--- config.mk ---
export PLATFORM = sky130hd
export DESIGN_NAME = div_arb2
export DESIGN_NICKNAME = d
export VERILOG_FILES = /design/src/rtl/div_arb2.sv
export SDC_FILE = /design/constraint.sdc
export NUM_CORES = 1
export LEC_CHECK = 0
export BUFFER_PORTS_ARGS = -buffer_cell sky130_fd_sc_hd__buf_2
export CAP_MARGIN = 25
export CORE_MARGIN = 5
export CORE_UTILIZATION = 45
export DETAILED_ROUTE_END_ITERATION = 8
export PLACE_DENSITY_LB_ADDON = 0.1
export SLEW_MARGIN = 20
export SYNTH_ARGS = -nofsm -noshare
export SYNTH_HDL_FRONTEND = slang
export SYNTH_SLANG_ARGS = --single-unit
--- constraint.sdc ---
create_clock -name clk -period 2.3 [get_ports clk]
set_clock_uncertainty 0.05 [all_clocks]
set_input_delay 0.23 -clock clk [delete_from_list [all_inputs] [get_ports clk]]
set_output_delay 0.23 -clock clk [all_outputs]
set_load 0.05 [all_outputs]
--- src/rtl/div_arb2.sv ---
// Two-requester round-robin front end for a shared sequential divider.
// It captures the winner's operands, starts the divider and returns the result with a one-cycle ack.
`ifndef m_M
`define m_M 8
`endif
`ifndef m_S
`define m_S 8
`endif

module div_arb2 #(
    parameter int WA  = `m_M,
    parameter int WB  = `m_S,
    parameter int TMO = 64
) (
    input  logic          clk,
    input  logic          rst_n,
    input  logic          req0,
    input  logic          req1,
    input  logic [WA-1:0] A0,
    input  logic [WA-1:0] A1,
    input  logic [WB-1:0] B0,
    input  logic [WB-1:0] B1,
    output logic          ack0,
    output logic          ack1,
    output logic [WA-1:0] res_Q,
    output logic [WB-1:0] res_F,
    output logic          err,
    output logic          busy,
    output logic [WA-1:0] div_A,
    output logic [WB-1:0] div_B,
    output logic          div_st,
    input  logic [WA-1:0] div_Q,
    input  logic [WB-1:0] div_F,
    input  logic          div_ok
);

    localparam logic [1:0] S_IDLE = 2'd0;
    localparam logic [1:0] S_BUSY = 2'd1;
    localparam logic [1:0] S_DONE = 2'd2;

    localparam int            CW       = (TMO > 2) ? $clog2(TMO) : 1;
    localparam logic [CW-1:0] WD_LAST  = CW'(TMO - 1);

    logic [1:0]    r_state;
    logic [CW-1:0] r_wd;
    logic          r_win;
    logic          r_lg;

    logic          w_any;
    logic          w_tie;
    logic          w_sel;
    logic [WA-1:0] w_sel_a;
    logic [WB-1:0] w_sel_b;
    logic          w_b_zero;

    // Winner selection: a tie goes to the requester that did not win the last tie.
    always_comb begin
        w_any = req0 | req1;
        w_tie = req0 & req1;
        if (w_tie) begin
            w_sel = ~r_lg;
        end else if (req1) begin
            w_sel = 1'b1;
        end else begin
            w_sel = 1'b0;
        end
        if (w_sel) begin
            w_sel_a = A1;
            w_sel_b = B1;
        end else begin
            w_sel_a = A0;
            w_sel_b = B0;
        end
        w_b_zero = (w_sel_b == {WB{1'b0}});
    end

    // Sequencer state, watchdog and all registered outputs.
    always_ff @(posedge clk or negedge rst_n) begin
        if (!rst_n) begin
            r_state <= S_IDLE;
            r_wd    <= {CW{1'b0}};
            r_win   <= 1'b0;
            r_lg    <= 1'b1;
            ack0    <= 1'b0;
            ack1    <= 1'b0;
            res_Q   <= {WA{1'b0}};
            res_F   <= {WB{1'b0}};
            err     <= 1'b0;
            busy    <= 1'b0;
            div_A   <= {WA{1'b0}};
            div_B   <= {WB{1'b0}};
            div_st  <= 1'b0;
        end else begin
            div_st <= 1'b0;
            ack0   <= 1'b0;
            ack1   <= 1'b0;
            case (r_state)
                S_IDLE: begin
                    if (w_any) begin
                        r_win <= w_sel;
                        busy  <= 1'b1;
                        if (w_tie) begin
                            r_lg <= w_sel;
                        end
                        // A zero divisor is answered locally; the divider is never started.
                        if (w_b_zero) begin
                            res_Q   <= {WA{1'b1}};
                            res_F   <= {WB{1'b0}};
                            err     <= 1'b1;
                            r_state <= S_DONE;
                        end else begin
                            div_A   <= w_sel_a;
                            div_B   <= w_sel_b;
                            div_st  <= 1'b1;
                            r_wd    <= {CW{1'b0}};
                            r_state <= S_BUSY;
                        end
                    end else begin
                        busy <= 1'b0;
                    end
                end
                S_BUSY: begin
                    busy <= 1'b1;
                    if (div_ok) begin
                        res_Q   <= div_Q;
                        res_F   <= div_F;
                        err     <= 1'b0;
                        r_state <= S_DONE;
                    end else if (r_wd == WD_LAST) begin
                        res_Q   <= {WA{1'b0}};
                        res_F   <= {WB{1'b0}};
                        err     <= 1'b1;
                        r_state <= S_DONE;
                    end else begin
                        r_wd <= r_wd + CW'(1);
                    end
                end
                S_DONE: begin
                    ack0    <= ~r_win;
                    ack1    <= r_win;
                    busy    <= 1'b0;
                    r_state <= S_IDLE;
                end
                default: begin
                    busy    <= 1'b0;
                    r_state <= S_IDLE;
                end
            endcase
        end
    end

endmodule
# Word-level counts from Yosys, hierarchy flattened
# Index checks and enable logic that the tools add are counted.
[word_totals]
latchBits = 0
inputBits = 53
ff_bits = 47
out_inout_bits = 37
ram_bits = 0
n_memories = 0
wordCells = 72
mem_bits_ro = 0
[classes]
mux = 35
bitwise_logic = 5
n_lt_le_gt_ge = 0
div = 0
shift = 0
multipliers = 0
eq_ne = 9
reduce_logical = 9
addsub = 1
[op_table]
columns = ["operator", "count"]
rows = [
  ["$mux 8", 9],
  ["$pmux 8 s2", 2],
  ["$mux 6", 4],
  ["$mux 1", 12],
  ["$pmux 6 s2", 1],
  ["$ne 2x2->1 const B", 5],
  ["$logic_not 8->1", 1],
  ["$mux 2", 4],
  ["$add 6x1->6 const B", 1],
  ["$eq 6x6->1 const B", 1],
  ["$reduce_and 3->1", 2],
  ["$reduce_and 5->1", 1],
  ["$pmux 1 s2", 2],
  ["$pmux 2 s2", 1],
  ["$reduce_and 2->1", 2],
  ["$reduce_and 4->1", 1],
  ["$ne 3x3->1 const B", 1],
  ["$not 1->1", 3],
  ["$eq 2x1->1 const B", 1],
  ["$eq 2x2->1 const B", 1],
  ["$logic_not 2->1", 1],
  ["$reduce_bool 2->1", 1],
  ["$and 1x1->1", 1],
  ["$or 1x1->1", 1],
]

# Logic depth before layout (Yosys ltp)
# Gate-level depths: netlist of the first run.
[logic_depth]
ltp_word = 7
ltp_mapped = 7
depth_no_buf = 6

# Worst setup path after synthesis of the first run
# Ideal clock, no wire load.
[synth_timing]
kind = "register to register"
startpoint = "reg r_wd[0]"
endpoint = "reg res_Q[0]"
setup_ns = 0.073
stages_incl_launch_ff = 7
required_time_ns = 2.177
setup_slack_ns = 0.274
path_buffers = 1
period_less_slack_ns = 2.026
t_arrival_ns = 1.903
path_cell_list = "dfrtp_1 -> ha_1 -> and3_1 -> a311o_1 -> and3_1 -> clkdlybuf4s18_2 -> a2bb2oi_2"
[synth_between]
elab_chain_len = 3
[synth_rtl]
columns = ["element", "line", "source"]
rows = [
  ["start: declaration", "45", "logic [CW-1:0] r_wd;"],
  ["start signal: assignment", "81", "r_wd <= {CW{1'b0}};"],
  ["start signal: assignment", "115", "r_wd <= {CW{1'b0}};"],
  ["start signal: assignment", "135", "r_wd <= r_wd + CW'(1);"],
  ["$eq 6x6->1", "129", "end else if (r_wd == WD_LAST) begin"],
  ["$ne 3x3->1 (no line)", "n/a", ""],
  ["$reduce_and 4->1 (no line)", "n/a", ""],
  ["end signal: assignment", "107", "res_Q <= {WA{1'b1}};"],
  ["end signal: assignment", "125", "res_Q <= div_Q;"],
  ["end signal: assignment", "130", "res_Q <= {WA{1'b0}};"],
  ["end: declaration", "25", "output logic [WA-1:0] res_Q,"],
]
# No other way between the ends.
# A chain may end at the register's enable or synchronous reset.

# Worst setup path after layout of the first run
[layout_timing]
startpoint = "reg r_lg"
endpoint = "reg div_B[4]"
[layout_between]
elab_chain_len = 6
[layout_rtl]
columns = ["element", "line", "source"]
rows = [
  ["start: declaration", "47", "logic r_lg;"],
  ["start signal: assignment", "103", "r_lg <= w_sel;"],
  ["$not 1->1 (*)", "61", "w_sel = ~r_lg;"],
  ["$mux 1 (*)", "60", "if (w_tie) begin"],
  ["$mux 8 (*)", "67", "if (w_sel) begin"],
  ["$logic_not 8->1", "74", "w_b_zero = (w_sel_b == {WB{1'b0}});"],
  ["$not 1->1 (no line)", "n/a", ""],
  ["$reduce_and 3->1 (no line)", "n/a", ""],
  ["end signal: assignment", "91", "div_B <= {WB{1'b0}};"],
  ["end signal: assignment", "113", "div_B <= w_sel_b;"],
  ["end: declaration", "30", "output logic [WB-1:0] div_B,"],
]
# Every way passes the cells marked *; elsewhere a longest branch is shown, timed or not.

==> key figures, run 1 <==
Clock network
  • CTS Root Cell: clkbuf_8
  • Post_cts resized: 0
  • Post-CTS Setup Inserts: 0
  • Total CTS buffers: 5
  • Maximum clock path buffer count: 2
  • H-tree depth: 2
  • CTS tree: done
  • Clock Latency Late Sink: 0.29 ns
  • Clk pin slew, worst setup/hold paths: 0.08 ns
  • Clk sink count: 47

Timing
  • Slew headroom: 0.590
  • Endpoints failing hold: 0
  • Max-slew violation total from the final report: 0
  • Final setup vio count: 0
  • RSZ-0062 raised after global routing: false
  • Worst-Margin Slew: 0.616 ns
  • Fin crit share: 0.937
  • PnR worst setup slack: 0.146 ns
  • Worst hold slack: 0.114 ns
  • FMAX: 464 MHz
  • Tmin final: 2.15 ns

Die
  • IO Count: 90
  • Chip Width: 80.1 µm
  • Initial core utilization: 0.466
  • FP Rows: 25
  • Die ar.: 6420 µm²
  • Die height: 80.1 µm
  • Floorplan Core Area: 4750 µm²

Finish
  • Share of post-route cells with drive strength above 1: 0.490
  • FF/Latch Area: 1180 µm²
  • Layout area overhead: 32.5%
  • Fillers: 432
  • Antenna Cells: 0
  • Multi-input gate area: 971 µm²
  • Final Util: 0.617
  • Fin nets: 357
  • Post-route cell area: 2930 µm²

Synth
  • Mapped Cells: 201
  • Post-synthesis sequential area ratio: 0.532
  • Ys Warns: 0
  • #FFs+latches synth: 47
  • Cell area after synthesis: 2210 µm²
  • Post-synth cell types: 41
  • Syn nets: 255
  • Mean Syn Cell Area: 11.0 µm²

Drt
  • DRC: 0
  • Wirelength, routed: 5.17 mm
  • Drt pass-1 iters: 4
  • Wire length per cell: 13.9 µm
  • Final ANT Viol Nets: 0
  • Via count: 1870
  • Vias per cell: 5.04
  • 1st-iter DRT viols: 82

Power and ir drop
  • Comb pwr share: 0.563
  • Clk pwr share: 0.134
  • Design Power: 0.00461 W
  • Internal power: 0.00241 W
  • Sequential Power Share: 0.304
  • Sw Share: 0.477
  • P_sw: 0.00220 W
  • Power density cells: 1570 nW/µm²
  • VDD IR max: 0.000672 V
  • P_leak: 1.51 nW

Critical path
  • Crit path arrival time: 2.28 ns
  • CP Class: reg -> reg
  • CP startpoint kind: flip-flop
  • Worst-path fanout max: 16
  • WP data required: 2.43 ns
  • CP Capture Type: flip-flop

Placement
  • Post-DP HPWL: 3.89 mm
  • Port buffer count: 89
  • Pre-CTS WS: 0.0679 ns
  • Routability Congestion: 0.808
  • Post-DP Area: 2810 µm²

Status
  • Outcome: completed

Global routing
  • Via count of the first global-routing pass: 1930
  • Grt total ovfl: 0
  • Antenna violations before repair: 0
  • Global-route wire length before repair: 8.83 mm
  • GRT Util Overall: 0.172
  • Largest net degree at the start of global routing: 26

Worst hold path
  • Class of the worst hold path: in -> reg

Job
  • Max Cap Viol: 0
-- sequential cells by signal (all words and copies together), names as in the netlist, 2 cells and up --
signal and flops:
res_Q 8, div_A 8, res_F 8, div_B 8, r_state 2, r_wd 6
-- cell usage in the layout (no fill, tap or decap), drive strengths merged --
| cell | instances |
|---|---|
| nor3b | 1 |
| nor2b | 1 |
| nor2 | 5 |
| dlygate4sd3 | 1 |
| nor4 | 2 |
| nand2 | 63 |
| inv | 2 |
| o22ai | 5 |
| a311oi | 2 |
| nand3 | 2 |
| o211a | 1 |
| a21oi | 2 |
| or4b | 1 |
| a21boi | 1 |
| clkinv | 1 |
| clkbuf | 6 |
| a2111oi | 1 |
| mux2i | 3 |
| ha | 1 |
| and3 | 4 |
| dfrtp | 46 |
| xor2 | 1 |
| o21ai | 2 |
| buf | 103 |
| and2 | 1 |
| dfstp | 1 |
| bufinv | 1 |
| a2bb2oi | 8 |
| nand2b | 3 |
| or4 | 2 |
| and3b | 1 |
| a22o | 9 |
| mux2 | 16 |
| a21bo | 1 |
| a311o | 1 |
| nor3 | 3 |
-- metal layers --
| layer | share of wire | wire, µm | track usage |
|---|---|---|---|
| met5 | 0 | 0 | 0 |
| met4 | 0.012 | 61 | 0.0473 |
| met3 | 0.072 | 370 | 0.0426 |
| met2 | 0.48 | 2500 | 0.292 |
| met1 | 0.43 | 2250 | 0.218 |
-- worst max-delay path: stages (launching register included) --
cell,delay [ns]
dfstp_2,0.39
a21boi_2,0.28
nor3_1,0.14
a311oi_4,0.59
buf_8,0.25
mux2_2,0.35
-- per-stage QoR --
stage	TNS, ns	instances
CTS	0	371
detailed placement	0	362
finish	0	371
floorplan	0	201
global route	0	371
global placement	-1.05	361
-- cell usage after synthesis (all sizes together) --
master,number,area [µm²]
nand3,2,10.0
a311o,1,10.0
a21oi,2,10.0
a2bb2oi,8,120
a311oi,2,23.8
mux2i,3,30.0
o211a,1,10.0
nand2b,3,18.8
and2,1,6.26
a21bo,1,10.0
nor3,3,15.0
a21boi,1,11.3
nor3b,1,7.51
clkdlybuf4s18,1,10.0
nor2b,1,6.26
nor2,5,18.8
nand2,63,236
buf,6,43.8
and3b,1,8.76
o22ai,5,31.3
dfrtp,46,1150
xor2,1,8.76
o21ai,2,10.0
or4b,1,10.0
inv,2,15.0
or4,2,18.8
mux2,16,180
nor4,2,12.5
and3,4,25.0
a2111oi,1,8.76
a22o,9,88.8
dfstp,1,26.3
ha,1,12.5
clkbuf,2,7.51
-- area by class of cell --
class | count | area share
clock buffers | 6 | 0.0282
inverters | 2 | 0.00512
well taps | 67 | 0.0286
multi-input cells | 143 | 0.331
repair buffers | 104 | 0.194
clock inverters | 2 | 0.0119
flip-flops and latches | 47 | 0.401
-- worst paths after layout --
path	startpoint	endpoint	slack [ns]	cells after the start
max reg2reg	r_lg	div_B[4]	0.15	5
max in group asynchronous	rst_n	err	1.09	3
min in group asynchronous	rst_n	res_F[7]	0.40	2
min	div_F[7]	res_F[7]	0.11	2
max	r_lg	div_B[4]	0.15	5
min reg2reg	r_win	ack0	0.40	1
-- logic make-up (layout without fill, tap and decap cells) --
family                     Yosys count  count (layout)  synth area share
muxes                               19              19            0.0950
AOI/OAI and AO/OA                   33              33             0.151
adders and majority gates            1               1           0.00565
DFF                                 47              47             0.532
xor gates and xnor gates             1               1           0.00396
buffers and inverters               11             114            0.0345
and+or+nand+nor                     89              89             0.178
-- power by group through the flow --
stage,clock [W],combinational [W],sequential [W]
detailed placement,0,0.00262,0.00141
finish,0.000616,0.00259,0.00140
global placement,0,0.00257,0.00141
CTS,0.000635,0.00262,0.00140
global route,0.000670,0.00276,0.00145
floorplan,0,0.000915,0.00248
-- repair_timing --
action	CTS	global route
hold endpoints to repair	21	0
hold buffers	1	0
setup endpoints to repair	0	0
Note: power is estimated with default switching activity, not from simulation.
==> run 2: changes to the inputs <==
ABC_AREA = 1   (was default)
==> run 2 against run 1 <==
Against the previous run: the flow now finishes with violations (negative hold slack); synthesized cell count is 49% higher; worst hold slack worse by 0.12 ns; sequential share of layout area shrank 1.4 points; total power fell by 0.16%; first-iteration DRC count grew 32%; flip-flop and latch count stayed put; setup slack better by 0.14 ns.
==> key figures, run 2 <==
Critical path
  • CP startpoint kind: flip-flop (unchanged)
  • CP Capture Type: flip-flop (unchanged)
  • Crit-path leading delay family: simple AND/OR/NAND/NOR gates (was compound AO/OA/AOI/OAI gates)
  • Reg2reg end: res_Q[3] (was div_B[4])
  • CP max stage cell: dfstp_2 (was a311oi_4)
  • Crit-path cells: nand2_2, nand2_8, nand2_1, nand2_1, nand2_1, nor2_2, nand2_4, nand2_4, nand2_4, nand2_1, nand2_1 (was a21boi_2, nor3_1, a311oi_4, buf_8, mux2_2)
  • R2r worst-path depth: 11 (was 5)
  • Reg2Reg Setup Slack: 0.28 ns (was 0.15 ns)
  • Crit path arrival time: 2.15 ns (was 2.28 ns)
  • CP max stage delay: 0.55 ns (was 0.59 ns)
  • Worst-path fanout max: 18 (was 16)
  • Worst Setup SP: r_lg (unchanged)
  • WP data required: 2.44 ns (was 2.43 ns)
  • Most frequent CP cell: nand2_1
  • Worst reg2reg startpoint: r_lg (unchanged)
  • Crit path to: res_Q[3] (was div_B[4])
  • CP Class: reg -> reg (unchanged)
  • Crit path depth: 11 (was 5)
  • Buf+Inv Stages, Crit Path: 0 (was 1)

Drt
  • Vias per cell: 4.64 (was 5.04)
  • Routed length on met2: 2.53 mm (was 2.50 mm)
  • 1st-iter DRT viols: 108 (was 82)
  • Final ANT Viol Nets: 0 (unchanged)
  • DRC: 0 (unchanged)
  • Via count: 2150 (was 1870)
  • Wirelength, routed: 5.46 mm (was 5.17 mm)
  • Uppermost layer routed: met4 (unchanged)
  • Wire length per cell: 11.8 µm (was 13.9 µm)
  • Drt pass-1 iters: 4 (unchanged)
  • Met1 WL: 2.51 mm (was 2.25 mm)
  • Met3 Routed Length: 373 µm (was 370 µm)

Global routing
  • Global-route wire length before repair: 9.14 mm (was 8.83 mm)
  • Largest net degree at the start of global routing: 41 (was 26)
  • Grt total ovfl: 0 (unchanged)
  • GRT Util Overall: 0.172 (about the same)
  • Via count of the first global-routing pass: 2049 (was 1930)
  • Antenna violations before repair: 0 (unchanged)

Synth
  • Mapped Cells: 299 (was 201)
  • Syn nets: 353 (was 255)
  • Most common cell in the netlist: nand2_1 (unchanged)
  • #FFs+latches synth: 47 (unchanged)
  • EDFF count, synth: 0 (unchanged)
  • Ys Warns: 0 (unchanged)
  • Yosys top cell area share: 0.483 (was 0.520)
  • Synth top area cells: dfrtp_1 48%, nand2_1 21%, nand4_1 4.2% (was dfrtp_1 52%, nand2_1 11%, mux2_2 8.1%)
  • Top_reg_cell synth: dfrtp_1 (unchanged)
  • Cell area after synthesis: 2380 µm² (was 2210 µm²)
  • Post-synth cell types: 26 (was 41)
  • Post-synthesis sequential area ratio: 0.494 (was 0.532)
  • Top post-synthesis cells by count: 131 x nand2_1, 46 x dfrtp_1, 25 x inv_1 (was 63 x nand2_1, 46 x dfrtp_1, 16 x mux2_2)
  • Synth area leader: dfrtp_1 (unchanged)
  • Post-synth ARST share: 1.00 (unchanged)
  • Mean Syn Cell Area: 7.98 µm² (was 11.0 µm²)

Job
  • Max Cap Viol: 0 (unchanged)

Timing
  • Fin crit share: 0.877 (was 0.937)
  • PnR worst setup slack: 0.284 ns (was 0.146 ns)
  • RSZ-0062 raised after global routing: false (unchanged)
  • Worst hold slack: -0.00881 ns (was 0.114 ns)
  • Endpoints failing hold: 5 (was 0)
  • Tmin final: 2.02 ns (was 2.15 ns)
  • Slew headroom: 0.430 (was 0.590)
  • Max-slew violation total from the final report: 0 (unchanged)
  • Final setup vio count: 0 (unchanged)
  • FMAX: 496 MHz (was 464 MHz)
  • Worst-Margin Slew: 0.855 ns (was 0.616 ns)
  • Setup TNS: 0 ns (unchanged)

Clock network
  • H-tree depth: 2 (unchanged)
  • Clk sink count: 47 (unchanged)
  • CTS Root Cell: clkbuf_8 (unchanged)
  • Maximum clock path buffer count: 2 (unchanged)
  • CTS tree: done (unchanged)
  • Hold buffer count at CTS: 0 (was 1)
  • Clk pin slew, worst setup/hold paths: 0.08 ns (about the same)
  • Total CTS buffers: 5 (unchanged)
  • Clock Latency Late Sink: 0.29 ns (about the same)

Finish
  • Fillers: 514 (was 432)
  • Commonest non-fill, non-tap cell in the layout: nand2_1 (was buf_2)
  • Layout area overhead: 27.4% (was 32.5%)
  • Most frequent cells in the layout: 130 x nand2_1, 89 x buf_2, 46 x dfrtp_1, 25 x inv_1, 18 x nand3_1 (was 89 x buf_2, 63 x nand2_1, 46 x dfrtp_1, 16 x mux2_2, 13 x buf_4)
  • Share of post-route cells with drive strength above 1: 0.323 (was 0.490)
  • Multi-input gate area: 1060 µm² (was 971 µm²)
  • Antenna Cells: 0 (unchanged)
  • Fin nets: 446 (was 357)
  • FF/Latch Area: 1180 µm² (unchanged)

Placement
  • Pre-CTS WS: 0.185 ns (was 0.0679 ns)
  • Routability Congestion: 0.821 (was 0.808)
  • Post-DP HPWL: 4.07 mm (was 3.89 mm)
  • Port buffer count: 89 (unchanged)

Die
  • IO Count: 90 (unchanged)
  • FP Rows: 26 (was 25)
  • Chip Width: 82.8 µm (was 80.1 µm)
  • Initial core utilization: 0.464 (was 0.466)
  • Floorplan Core Area: 5140 µm² (was 4750 µm²)
  • Die ar.: 6860 µm² (was 6420 µm²)
  • Die height: 82.8 µm (was 80.1 µm)

Worst hold path
  • Class of the worst hold path: in -> async (was in -> reg)

Power and ir drop
  • Power density cells: 1510 nW/µm² (was 1570 nW/µm²)
  • P_leak: 1.76 nW (was 1.51 nW)
  • VDD IR max: 0.000692 V (was 0.000672 V)

Status
  • Failing checks: negative hold slack
  • Outcome: finished, violations left (was completed)
-- run 2: cell types whose count changed after synthesis, sizes merged, moves of 9 or more --
cell / delta
inv: +26
nand3: +17
a22o: -9
nand4: +16
nand2: +74
-- run 2: report_power, final --
group          total [W]  internal [W]  switching [W]
combinational    0.00264      0.000661        0.00198
sequential       0.00138       0.00119       0.000184
clock           0.000581      0.000325       0.000256
total            0.00460       0.00218        0.00242
-- run 2: logic make-up after synthesis --
kind of cell | Yosys count | share of synthesized area
compound gates | 7 | 0.0226
xor+xnor | 1 | 0.00367
fa+ha+maj | 1 | 0.00525
buf+inv | 38 | 0.0661
flops | 47 | 0.494
mux | 8 | 0.0378
simple gates | 197 | 0.371
-- run 2: area by class of cell --
cell class | count | share of cell area
timing repair buffer | 96 | 0.164
clock inverter | 1 | 0.00988
sequential | 47 | 0.388
tap | 70 | 0.0288
multi-input combinational | 214 | 0.350
clock buffer | 7 | 0.0251
inverter | 28 | 0.0346
-- run 2: repair_timing --
item	4_1_cts	5_1_grt
setup endpoints to repair	0	24
gates resized for setup	0	2
buffers inserted	0	1
-- run 2: through the flow --
step / cells / utilization / total power (W) / cell area (µm²)
after floorplan: 299 / - / 0.00340 / 2380
after global placement: 454 / 0.567 / 0.00401 / 2910
after detailed placement: 454 / 0.567 / 0.00405 / 2910
after CTS: 462 / 0.587 / 0.00464 / 3020
after global routing: 463 / 0.591 / 0.00493 / 3040
final: 463 / 0.591 / 0.00460 / 3040
-- run 2: how the worst min path moves through the flow --
stage	endpoint
CTS	r_state[0]
finish	div_B[1]
detailed placement	div_B[1]
floorplan	ack0
global route	r_wd[0]
global placement	div_B[1]
-- run 2: metal layers --
layer	vias to the layer above	track usage
li1	1132	-
met1	950	0.226
met2	62	0.283
met3	6	0.0410
met4	0	0.0458
met5	-	0
